File: config.mk
export PLATFORM = sky130hd
export DESIGN_NAME = up_lb2axil
export DESIGN_NICKNAME = d
export VERILOG_FILES = /design/src/rtl/up_lb2axil.sv
export SDC_FILE = /design/constraint.sdc
export NUM_CORES = 1
export LEC_CHECK = 0
export ABC_AREA = 0
export BUFFER_PORTS_ARGS = -buffer_cell sky130_fd_sc_hd__buf_2
export CORE_MARGIN = 1
export CORE_UTILIZATION = 45
export CTS_CLUSTER_DIAMETER = 150
export DETAILED_ROUTE_END_ITERATION = 16
export HOLD_SLACK_MARGIN = 0.03
export PLACE_DENSITY = 0.7
export SETUP_SLACK_MARGIN = 0.3
export SKIP_CTS_REPAIR_TIMING = 1
export SKIP_LAST_GASP = 1
export SYNTH_ARGS = -nofsm -noshare
export SYNTH_HDL_FRONTEND = slang
export SYNTH_SLANG_ARGS = --single-unit
File: constraint.sdc
create_clock -name up_clk -period 5.05 [get_ports up_clk]
set_input_delay 0.2525 -clock up_clk [delete_from_list [all_inputs] [get_ports up_clk]]
set_output_delay 0.2525 -clock up_clk [all_outputs]
set_load 0.02 [all_outputs]
File: src/rtl/up_lb2axil.sv
// up_lb2axil: local-bus to AXI4-Lite master bridge.
// Turns single-cycle lb write/read request pulses into one AXI4-Lite
// transaction at a time and answers with a one-cycle wack/rack, carrying
// read data and an error flag for a non-OKAY response or a timeout.
// Every output comes straight from a flop.
`timescale 1ns/1ps
module up_lb2axil #(
  parameter int LB_DATA_WDTH = 32,
  parameter int LB_ADDR_WDTH = 32,
  parameter int TIMEOUT_CYC  = 1024
) (
  input  logic                    up_clk,
  input  logic                    up_rstn,
  // local bus
  input  logic                    lb_wreq,
  input  logic [LB_ADDR_WDTH-1:0] lb_waddr,
  input  logic [LB_DATA_WDTH-1:0] lb_wdata,
  output logic                    lb_wack,
  input  logic                    lb_rreq,
  input  logic [LB_ADDR_WDTH-1:0] lb_raddr,
  output logic [LB_DATA_WDTH-1:0] lb_rdata,
  output logic                    lb_rack,
  output logic                    lb_err,
  // AXI4-Lite write address
  output logic                    up_axi_awvalid,
  output logic [LB_ADDR_WDTH-1:0] up_axi_awaddr,
  input  logic                    up_axi_awready,
  // AXI4-Lite write data
  output logic                    up_axi_wvalid,
  output logic [LB_DATA_WDTH-1:0] up_axi_wdata,
  output logic [3:0]              up_axi_wstrb,
  input  logic                    up_axi_wready,
  // AXI4-Lite write response
  input  logic                    up_axi_bvalid,
  input  logic [1:0]              up_axi_bresp,
  output logic                    up_axi_bready,
  // AXI4-Lite read address
  output logic                    up_axi_arvalid,
  output logic [LB_ADDR_WDTH-1:0] up_axi_araddr,
  input  logic                    up_axi_arready,
  // AXI4-Lite read data
  input  logic                    up_axi_rvalid,
  input  logic [1:0]              up_axi_rresp,
  input  logic [LB_DATA_WDTH-1:0] up_axi_rdata,
  output logic                    up_axi_rready
);

  localparam int TMR_W = $clog2(TIMEOUT_CYC + 1);
  localparam logic [TMR_W-1:0] TMR_LAST = TMR_W'(TIMEOUT_CYC - 1);

  localparam logic [2:0] ST_IDLE    = 3'd0;
  localparam logic [2:0] ST_WR_AW_W = 3'd1;
  localparam logic [2:0] ST_WR_B    = 3'd2;
  localparam logic [2:0] ST_RD_AR   = 3'd3;
  localparam logic [2:0] ST_RD_R    = 3'd4;

  logic [2:0]              state_q,     state_d;
  logic [TMR_W-1:0]        timer_q,     timer_d;
  logic                    awvalid_q,   awvalid_d;
  logic [LB_ADDR_WDTH-1:0] awaddr_q,    awaddr_d;
  logic                    wvalid_q,    wvalid_d;
  logic [LB_DATA_WDTH-1:0] wdata_q,     wdata_d;
  logic [3:0]              wstrb_q,     wstrb_d;
  logic                    bready_q,    bready_d;
  logic                    arvalid_q,   arvalid_d;
  logic [LB_ADDR_WDTH-1:0] araddr_q,    araddr_d;
  logic                    rready_q,    rready_d;
  logic                    lb_wack_q,   lb_wack_d;
  logic                    lb_rack_q,   lb_rack_d;
  logic                    lb_err_q,    lb_err_d;
  logic [LB_DATA_WDTH-1:0] lb_rdata_q,  lb_rdata_d;
  logic                    pend_q,      pend_d;
  logic [LB_ADDR_WDTH-1:0] pend_addr_q, pend_addr_d;

  logic tmo;
  logic aw_left;
  logic w_left;

  // Next-state logic for the FSM, the AXI channels and the lb responses.
  always_comb begin
    // NOTE: every signal gets a default before the case statement, so no
    // path through this block can leave one unassigned and infer a latch.
    state_d     = state_q;
    timer_d     = (state_q == ST_IDLE) ? '0 : timer_q + TMR_W'(1);
    awvalid_d   = awvalid_q;
    awaddr_d    = awaddr_q;
    wvalid_d    = wvalid_q;
    wdata_d     = wdata_q;
    wstrb_d     = wstrb_q;
    bready_d    = bready_q;
    arvalid_d   = arvalid_q;
    araddr_d    = araddr_q;
    rready_d    = rready_q;
    lb_wack_d   = 1'b0;
    lb_rack_d   = 1'b0;
    lb_err_d    = 1'b0;
    lb_rdata_d  = lb_rdata_q;
    pend_d      = pend_q;
    pend_addr_d = pend_addr_q;

    // >= rather than == keeps the abort reachable in every phase.
    tmo     = (state_q != ST_IDLE) && (timer_q >= TMR_LAST);
    aw_left = awvalid_q & ~up_axi_awready;
    w_left  = wvalid_q & ~up_axi_wready;

    case (state_q)
      ST_IDLE: begin
        if (lb_wreq) begin
          awaddr_d  = lb_waddr;
          wdata_d   = lb_wdata;
          awvalid_d = 1'b1;
          wvalid_d  = 1'b1;
          wstrb_d   = 4'hF;
          state_d   = ST_WR_AW_W;
          // A read arriving together with the write runs right after it.
          if (lb_rreq) begin
            pend_d      = 1'b1;
            pend_addr_d = lb_raddr;
          end
        end else if (pend_q) begin
          araddr_d  = pend_addr_q;
          pend_d    = 1'b0;
          arvalid_d = 1'b1;
          state_d   = ST_RD_AR;
        end else if (lb_rreq) begin
          araddr_d  = lb_raddr;
          arvalid_d = 1'b1;
          state_d   = ST_RD_AR;
        end
      end

      ST_WR_AW_W: begin
        if (!aw_left && !w_left) begin
          awvalid_d = 1'b0;
          wvalid_d  = 1'b0;
          wstrb_d   = 4'h0;
          bready_d  = 1'b1;
          state_d   = ST_WR_B;
        end else if (tmo) begin
          awvalid_d = 1'b0;
          wvalid_d  = 1'b0;
          wstrb_d   = 4'h0;
          lb_wack_d = 1'b1;
          lb_err_d  = 1'b1;
          state_d   = ST_IDLE;
        end else begin
          // AW and W complete independently of each other.
          awvalid_d = aw_left;
          wvalid_d  = w_left;
          wstrb_d   = w_left ? 4'hF : 4'h0;
        end
      end

      ST_WR_B: begin
        if (up_axi_bvalid && bready_q) begin
          bready_d  = 1'b0;
          lb_wack_d = 1'b1;
          lb_err_d  = (up_axi_bresp != 2'b00);
          state_d   = ST_IDLE;
        end else if (tmo) begin
          bready_d  = 1'b0;
          lb_wack_d = 1'b1;
          lb_err_d  = 1'b1;
          state_d   = ST_IDLE;
        end
      end

      ST_RD_AR: begin
        if (up_axi_arready) begin
          arvalid_d = 1'b0;
          rready_d  = 1'b1;
          state_d   = ST_RD_R;
        end else if (tmo) begin
          arvalid_d  = 1'b0;
          lb_rack_d  = 1'b1;
          lb_err_d   = 1'b1;
          lb_rdata_d = '0;
          state_d    = ST_IDLE;
        end
      end

      ST_RD_R: begin
        if (up_axi_rvalid && rready_q) begin
          rready_d   = 1'b0;
          lb_rdata_d = up_axi_rdata;
          lb_rack_d  = 1'b1;
          lb_err_d   = (up_axi_rresp != 2'b00);
          state_d    = ST_IDLE;
        end else if (tmo) begin
          rready_d   = 1'b0;
          lb_rack_d  = 1'b1;
          lb_err_d   = 1'b1;
          lb_rdata_d = '0;
          state_d    = ST_IDLE;
        end
      end

      default: begin
        awvalid_d = 1'b0;
        wvalid_d  = 1'b0;
        wstrb_d   = 4'h0;
        bready_d  = 1'b0;
        arvalid_d = 1'b0;
        rready_d  = 1'b0;
        state_d   = ST_IDLE;
      end
    endcase
  end

  // State registers; reset drops any in-flight transaction without an ack.
  always_ff @(posedge up_clk or negedge up_rstn) begin
    if (!up_rstn) begin
      // NOTE: non-blocking assignments here let every flop sample the
      // previous cycle's values regardless of statement order.
      state_q     <= ST_IDLE;
      timer_q     <= '0;
      awvalid_q   <= 1'b0;
      awaddr_q    <= '0;
      wvalid_q    <= 1'b0;
      wdata_q     <= '0;
      wstrb_q     <= 4'h0;
      bready_q    <= 1'b0;
      arvalid_q   <= 1'b0;
      araddr_q    <= '0;
      rready_q    <= 1'b0;
      lb_wack_q   <= 1'b0;
      lb_rack_q   <= 1'b0;
      lb_err_q    <= 1'b0;
      lb_rdata_q  <= '0;
      pend_q      <= 1'b0;
      pend_addr_q <= '0;
    end else begin
      state_q     <= state_d;
      timer_q     <= timer_d;
      awvalid_q   <= awvalid_d;
      awaddr_q    <= awaddr_d;
      wvalid_q    <= wvalid_d;
      wdata_q     <= wdata_d;
      wstrb_q     <= wstrb_d;
      bready_q    <= bready_d;
      arvalid_q   <= arvalid_d;
      araddr_q    <= araddr_d;
      rready_q    <= rready_d;
      lb_wack_q   <= lb_wack_d;
      lb_rack_q   <= lb_rack_d;
      lb_err_q    <= lb_err_d;
      lb_rdata_q  <= lb_rdata_d;
      pend_q      <= pend_d;
      pend_addr_q <= pend_addr_d;
    end
  end

  assign lb_wack        = lb_wack_q;
  assign lb_rack        = lb_rack_q;
  assign lb_err         = lb_err_q;
  assign lb_rdata       = lb_rdata_q;
  assign up_axi_awvalid = awvalid_q;
  assign up_axi_awaddr  = awaddr_q;
  assign up_axi_wvalid  = wvalid_q;
  assign up_axi_wdata   = wdata_q;
  assign up_axi_wstrb   = wstrb_q;
  assign up_axi_bready  = bready_q;
  assign up_axi_arvalid = arvalid_q;
  assign up_axi_araddr  = araddr_q;
  assign up_axi_rready  = rready_q;

endmodule
## After elaboration in Yosys (flattened, before gate mapping)

Index checks and enable logic that the tools add are counted.

- Flip-flop bits (word level): 187
- Latch bits: 0
- Memory bits (writable): 0
- Memory bits (read-only): 0
- Input bits: 141
- Word-level logic and storage cells: 119
- Memories: 0

- $add $sub $neg: 1
- Multiply operators: 0
- Div/mod/pow operators: 0
- $lt $le $gt $ge: 1
- Eq/ne operators: 15
- Shifts and indexed selects: 0
- Muxes and demuxes: 51
- Bitwise operators: 9
- Reductions and logical operators: 25

Operator list:

| operator | count |
|---|---|
| $mux W32 | 5 |
| $pmux W32 S2 | 1 |
| $mux W3 | 8 |
| $mux W1 | 22 |
| $mux W4 | 4 |
| $pmux W1 S3 | 5 |
| $pmux W3 S5 | 1 |
| $ne A3 B3 Y1 const B | 4 |
| $pmux W4 S3 | 1 |
| $reduce_and A3 Y1 | 4 |
| $reduce_or A3 Y1 | 4 |
| $add A11 B1 Y11 const B | 1 |
| $ge A11 B10 Y1 const B | 1 |
| $mux W11 | 1 |
| $ne A2 B2 Y1 const B | 5 |
| $reduce_and A2 Y1 | 4 |
| $reduce_bool A2 Y1 | 4 |
| $not A1 Y1 | 7 |
| $eq A3 B2 Y1 const B | 2 |
| $logic_and A1 B1 Y1 | 4 |
| $ne A4 B4 Y1 const B | 1 |
| $pmux W1 S2 | 2 |
| $pmux W1 S4 | 1 |
| $reduce_and A4 Y1 | 1 |
| 7 further kinds | 9 |

## Depth between registers and ports, before layout

Gate-level depths: netlist of the first run.

- Depth after elaboration: 6
- Gate-level depth with buffers: 7

## Least setup slack after synthesis of the first run

No wires, ideal clock.

- Path type: reg2reg
- Start: reg state_q[1]
- End: reg awaddr_q[0], in the netlist up_axi_awaddr[0]
- Library setup time: 0.127 ns
- Data arrival time: 1.565 ns
- Data required time: 4.923 ns
- Slack: 3.358 ns
- Cell stages (with the launch flop): 6
- Cell sequence: dfrtp_1 -> buf_2 -> nor4_4 -> buf_4 -> buf_6 -> mux2_1

- Word-level cells in the longest chain between the ends: 2

Ends and longest elaborated chain:

| what | RTL line | RTL |
|---|---|---|
| start, declared | 57 | `logic [2:0] state_q, state_d;` |
| start signal, assigned | 233 | `state_q <= state_d;` |
| $logic_not A3 Y1 | 106 | `case (state_q)` |
| $reduce_and A2 Y1 (no source line) | -- |  |
| end signal, assigned | 236 | `awaddr_q <= awaddr_d;` |
| end, declared | 60 | `logic [LB_ADDR_WDTH-1:0] awaddr_q, awaddr_d;` |

No other way between the ends.
A chain may end at the register's enable or synchronous reset.

## Final worst setup path of the first run

- Start: reg state_q[1]
- End: reg araddr_q[7], in the netlist up_axi_araddr[7]

- Word-level cells in the longest chain between the ends: 2

Ends and longest elaborated chain:

| what | RTL line | RTL |
|---|---|---|
| $logic_not A3 Y1 | 106 |  |
| $reduce_and A3 Y1 (no source line) | -- |  |
| end signal, assigned | 242 | `araddr_q <= araddr_d;` |
| end, declared | 66 | `logic [LB_ADDR_WDTH-1:0] araddr_q, araddr_d;` |

No other way between the ends.

==> results of run 1 <==
==> logic make-up after synthesis <==
| family | count (synthesis) |
|---|---|
| buffers and inverters | 47 |
| muxes | 128 |
| adders and majority gates | 1 |
| DFF | 183 |
| AOI/OAI and AO/OA | 129 |
| xor gates and xnor gates | 7 |
| and+or+nand+nor | 126 |
==> flip-flops by register name, summed over array words and instances, names as in the netlist, 3 cells and up <==
name           count
lb_rdata          32
pend_addr_q       32
up_axi_araddr     32
up_axi_awaddr     32
up_axi_wdata      32
timer_q           11
state_q            3
==> final timing paths <==
| kind | startpoint | endpoint | slack (ps) | cells past startpoint |
|---|---|---|---|---|
| worst max-delay path | state_q[1] | up_axi_araddr[7] | 2580 | 5 |
| worst min-delay path | lb_waddr[17] | up_axi_awaddr[17] | 40 | 2 |
| worst max register to register | state_q[1] | up_axi_araddr[7] | 2580 | 5 |
| worst min register to register | up_axi_awaddr[18] | up_axi_awaddr[18] | 480 | 1 |
| max in group asynchronous | up_rstn | lb_rdata[5] | 3580 | 3 |
| min in group asynchronous | up_rstn | up_axi_araddr[14] | 510 | 2 |
==> synth_stat cells, drive strengths merged, types with 2 or more instances <==
cell type	instances	share of area
nor3	5	0.0046
a31oi	2	0.0016
xor2	2	0.0022
mux2	96	0.15
clkbuf	8	0.0038
nor2b	5	0.0040
xnor2	5	0.0056
inv	3	0.0014
nor4	3	0.0043
nor3b	4	0.0051
and3	2	0.0016
a22oi	33	0.031
mux2i	32	0.041
o32ai	3	0.0033
a31o	2	0.0022
o21ai	37	0.024
nor2	49	0.024
dfrtp	183	0.58
nand2	45	0.022
and4	2	0.0022
buf	36	0.033
o22ai	2	0.0016
nand3	4	0.0025
or3	2	0.0016
a21oi	38	0.024
==> layer usage <==
layer	part of all wire	wire [µm]	vias to the layer above
met3	0.060	1080	25
met1	0.45	7940	2732
met5	0	0	-
li1	-	-	2744
met2	0.47	8400	207
met4	0.022	393	0
==> layout make-up <==
cell class,count,area (µm²),share of cell area
well taps,220,275,0.0277
diodes,1,2.50,0.000252
flip-flops and latches,183,4580,0.461
inverters,3,11.3,0.00113
clock buffers,20,447,0.0449
multi-input cells,391,3000,0.302
repair buffers,288,1480,0.149
clock inverters,12,140,0.0141
==> power by group through the flow <==
stage               Combinational, mW  Sequential [mW]  Clock [mW]
floorplan                        1.32             2.87           0
global placement                 2.41             2.47           0
detailed placement               2.45             2.48           0
CTS                              2.45             2.47        1.36
global route                     2.62             2.55        1.42
finish                           2.41             2.47        1.33
==> placed cells by master (no fill, tap or decap), types with 4 or more instances in the layout <==
| cell type | n |
|---|---|
| a21oi_1 | 38 |
| a22oi_1 | 33 |
| buf_2 | 279 |
| buf_4 | 6 |
| clkbuf_16 | 17 |
| dfrtp_1 | 182 |
| inv_6 | 5 |
| mux2_1 | 60 |
| mux2_2 | 6 |
| mux2_4 | 30 |
| mux2i_1 | 32 |
| nand2_1 | 44 |
| nand3_1 | 4 |
| nor2_1 | 47 |
| nor2b_1 | 5 |
| nor3_1 | 4 |
| o21ai_0 | 33 |
| o21ai_1 | 4 |
| xnor2_1 | 5 |
==> impl_results.md, run 1 <==
* Status: completed
* Peak supply drop at 0.000293 V
* Placed Area at approximately 9300 µm²
* Drt wl/cell at 15.9 µm
* Slew Limit Headroom at 0.260
* Worst Path Buf+Inv at 1
* Core Area at about 17000 µm²
* Max-slew violation count at 0
* Async set or reset register ratio after synthesis at 1.00
* Ratio of final minimum period to clock period at 0.490
* Clock buffer depth at 2
* GRT met2 Usage at 0.321
* H-tree depth at 4
* RSZ-0062 raised after global routing: no
* Cells after Synth at between 600 and 700
* Slowest stage delay, CP at between 600 and 700 ps
* Worst Path Max Fanout at 64
* Dominant synthesized flop cell: dfrtp_1
* Mapped Area at 7870 µm²
* Filler cell count at 1459
* Setup violators final at 0
* Worst-Margin Slew at 1110 ps
* Clk_lat worst skew at 420 ps
* Number of flops mapped to enable cells by yosys at 0
* Synth Register Bits at about 180
* Placed cells at 1084
* Die span in x at 134 µm
* Clk pwr share at 0.213
* Crit path DAT at 2810 ps
* Std cell rows at 47
* Critical path endpoint category: flip-flop
* Final setup margin at 2580 ps
* Port buffer count at 280
* Ys Warns at 0
* First-pass GRT wire length at 28600 µm
* GR Util met3 at 0.0469
* DIE AREA at 18000 µm²
* Hpwl dp at approximately 12000 µm
* Max cap viols at 0
* Ports at between 200 and 300
* Vias/cell at 5.11
* CP Data Required Time at 5390 ps
* Initial core utilization at 0.468
* Initial antenna violation count at 1
* Clock Tree Root: clkbuf_16
* Setup TNS at 0 ps
* Initial DRC count at approximately 280
* Core Util, Final at 0.591
* Post-synthesis mux area share at 0.192
* Post-synthesis average cell area at 12.7 µm²
* Worst hold slack at around 37 ps
* Tmin final at around 2500 ps
* Startpoint class of the critical path: flip-flop
* GRT Max-Usage Layer: met2
* Area growth syn-to-layout at 26.3%
* GR Util met1 at 0.268
* Largest net degree at the start of global routing at 102
* Layout cells sized above 1 at 0.409
* TritonCTS Sinks at 183
* Post-route DRC at 0
* Synth cell types at 54
* Final Skew at approximately 8.9 ps
* Sw Share at 0.375
* Post-Synth Adder-Cell Area at 0.00159
* Remaining Overflow, GRT at 0
* Synth Area in Simple Gates at 0.0768
* Combinational share of power at 0.389
* LEAKAGE at 4.97 nW
* Final Instance Count excl. Fillers at roughly 1100
* Crit Path Class: flip-flop to flip-flop
* Max Clk Rate at 0.404 GHz
* TritonRoute pass-1 iters at 4
* DP Worst Slack at 2620 ps
* CTS Buf Count at 17
* Nets at 1026
* Clock-pin slew on the worst setup and hold paths at roughly 70 ps
* Main combinational cell family by area after synthesis: multiplexers
* P per Cell Area at 625 nW/µm²
* Switching pwr at roughly 2.3 mW
* Internal power at approximately 3.9 mW
* Antenna Violating Nets Remaining at 0
* Hold crit path type: input port to flip-flop
* Register share of total power at 0.398
* Syn_nets at approximately 760
* Synth Area in Compound Gates at 0.102
* Final hold vios at 0
* Worst path cell trace: nor3_4 -> nor3b_4 -> buf_4 -> nor2_1 -> a21oi_1
* Critical-path top delay cell: dfrtp_1
* Post-route cell area at approximately 9900 µm²
* Worst path top cell family by delay: simple AND/OR/NAND/NOR gates
* Vias at 5708
* CTS tree: yes
* Vias in the first global route at 5573
* Sequential share of the synthesized area at 0.582
* Detailed Route WL at approximately 18000 µm
* Xor and xnor area share after synthesis at 0.00779
* Die Y at 134 µm
* GRT Total Usage at 0.202
* GPL Wtd Cong at 0.779
* Pwr Total at approximately 6.2 mW
No activity file was read; power rests on OpenSTA's default activity.
==> run 2, diff against run 1 <==
==> constraint.sdc (replaced) <==
create_clock -name up_clk -period 2.52 [get_ports up_clk]
set_input_delay 0.126 -clock up_clk [delete_from_list [all_inputs] [get_ports up_clk]]
set_output_delay 0.126 -clock up_clk [all_outputs]
set_load 0.02 [all_outputs]
==> impl_results.md, run 2 (synthesis gave the netlist of run 1 again) <==
* Status: completed
* Max Clk Rate at 0.485 GHz (+20%)
* CTS tree: yes
* Worst-Margin Slew at 601 ps (-505 ps)
* Drt wl/cell at 16.6 µm (+4.0%)
* GPL Wtd Cong at 0.787 (+1.1%)
* Core Area at 16800 µm² (unchanged)
* Remaining Overflow, GRT at 0 (unchanged)
* Slew Limit Headroom at 0.598 (+0.338)
* TritonCTS Sinks at 183 (unchanged)
* CP Data Required Time at 2870 ps (-2520 ps)
* Hpwl dp at 12400 µm (+1.2%)
* H-tree depth at 4 (unchanged)
* Max cap viols at 0 (unchanged)
* Setup TNS at 0 ps (unchanged)
* Clock-pin slew on the worst setup and hold paths at 70 ps (about the same)
* # diodes at 0 (-1)
* Hold_sp: up_axi_rvalid
* Initial DRC count at 366 (+29%)
* Placed cells at 1089 (+0.46%)
* TritonRoute pass-1 iters at 4 (unchanged)
* Setup violators final at 0 (unchanged)
* Die span in x at 134 µm (unchanged)
* Initial antenna violation count at 0 (-1)
* Layout cells sized above 1 at 0.362 (-0.0471)
* R2r setup slk at 460 ps (-2120 ps)
* Reg-to-Reg Start: state_q[2]
* Post-route DRC at 0 (unchanged)
* Die Y at 134 µm (unchanged)
* Initial core utilization at 0.468 (unchanged)
* Largest net degree at the start of global routing at 77 (-25%)
* Hold crit path type: input port to flip-flop
* Tmin final at 2060 ps (-413 ps)
* Ports at 281 (unchanged)
* Final Instance Count excl. Fillers at 1253 (+12%)
* Filler cell count at 1225 (-16%)
* Most common cell after layout, fill and taps aside: buf_2
* First-pass GRT wire length at 28600 µm (+0.22%)
* Critical path endpoint category: flip-flop
* GRT Total Usage at 0.203 (+0.00166)
* Crit path DAT at 2410 ps (-400 ps)
* Port buffer count at 280 (unchanged)
* Startpoint class of the critical path: flip-flop
* Vias at 6369 (+12%)
* Peak supply drop at 0.000714 V (+140%)
* DIE AREA at 18000 µm² (unchanged)
* Vias/cell at 5.08 (-0.44%)
* Vias in the first global route at 5501 (-1.3%)
* Std cell rows at 47 (unchanged)
* Max-slew violation count at 0 (unchanged)
* LEAKAGE at 5.57 nW (+12%)
* RSZ-0062 raised after global routing: no
* Most frequent cells in the layout: buf_2 (279), dfrtp_1 (182), dlygate4sd3_1 (132)
* CTS Buf Count at 17 (unchanged)
* Final hold vios at 0 (unchanged)
* Crit Path Class: flip-flop to flip-flop
* Area growth syn-to-layout at 44.4%
* Ratio of final minimum period to clock period at 0.818 (+0.328)
* Clock buffer depth at 2 (unchanged)
* Antenna Violating Nets Remaining at 0 (unchanged)
* Clock Tree Root: clkbuf_16
* P per Cell Area at 1130 nW/µm² (+81%)
* Final Skew at 9.01 ps (+0.0703 ps)
* Crit path from: state_q[2]
* Worst Path Max Fanout at 65 (+1.6%)
* Nets at 1162 (+13%)
* Clk_lat worst skew at 430 ps (about the same)
* Detailed Route WL at 20800 µm (+17%)
run 2: cell count changes in the layout (fill, tap and decap cells not counted), sizes merged:
cell         previous run  this run
inv                     8        10
buf                   287       292
dlygate4sd3             1       132
clkinv                  2         1
diode                   1         0
clkbuf                 20        19
run 2: report_power, final:
part / total [mW] / leakage [nW] / internal (mW) / switching [mW]
logic: 5.34 / 3.21 / 2.35 / 2.99
clock network: 2.76 / 0.293 / 1.55 / 1.21
registers: 4.79 / 2.07 / 4.11 / 0.681
run 2: worst max-delay path, stage by stage (launching register included):
cell and delay, ps:
dfrtp_1 570, nor3_4 550, nor3b_4 320, buf_12 280, nor2_1 80, a21oi_1 140
run 2: metal layers:
layer | track usage | share of wire | vias up
met1 | 0.268 | 0.42 | 3089
li1 | - | - | 3028
met2 | 0.326 | 0.50 | 225
met4 | 0.0649 | 0.018 | 0
met3 | 0.0563 | 0.062 | 27
met5 | 0 | 0 | -
run 2: final timing paths:
check	to	depth (start not counted)
max	up_axi_araddr[3]	5
min	up_axi_rready	3
max reg2reg	up_axi_araddr[3]	5
min reg2reg	up_axi_wdata[16]	1
max in group asynchronous	up_axi_awaddr[26]	3
min in group asynchronous	pend_addr_q[17]	2
run 2: area by class of cell:
cell class	count	area [µm²]	share of cell area
flip-flops and latches	183	4580	0.403
repair buffers	424	2880	0.254
inverters	3	11.3	0.000991
well taps	220	275	0.0242
clock inverters	13	160	0.0141
multi-input cells	391	3000	0.264
clock buffers	19	453	0.0399
run 2: per-stage QoR:
stage / setup slack, ps / total power [mW] / util / hold slack (ps) / instance area (µm²)
3_3_place_gp: 575 / 9.84 / 0.561 / 116 / 9430
6_report: 459 / 12.9 / 0.676 / 23.3 / 11400
3_5_place_dp: 507 / 9.97 / 0.561 / 112 / 9430
2_1_floorplan: 828 / 8.40 / - / -170 / 7870
5_1_grt: 306 / 13.6 / 0.676 / 30.5 / 11400
4_1_cts: 480 / 12.8 / 0.597 / -355 / 10000
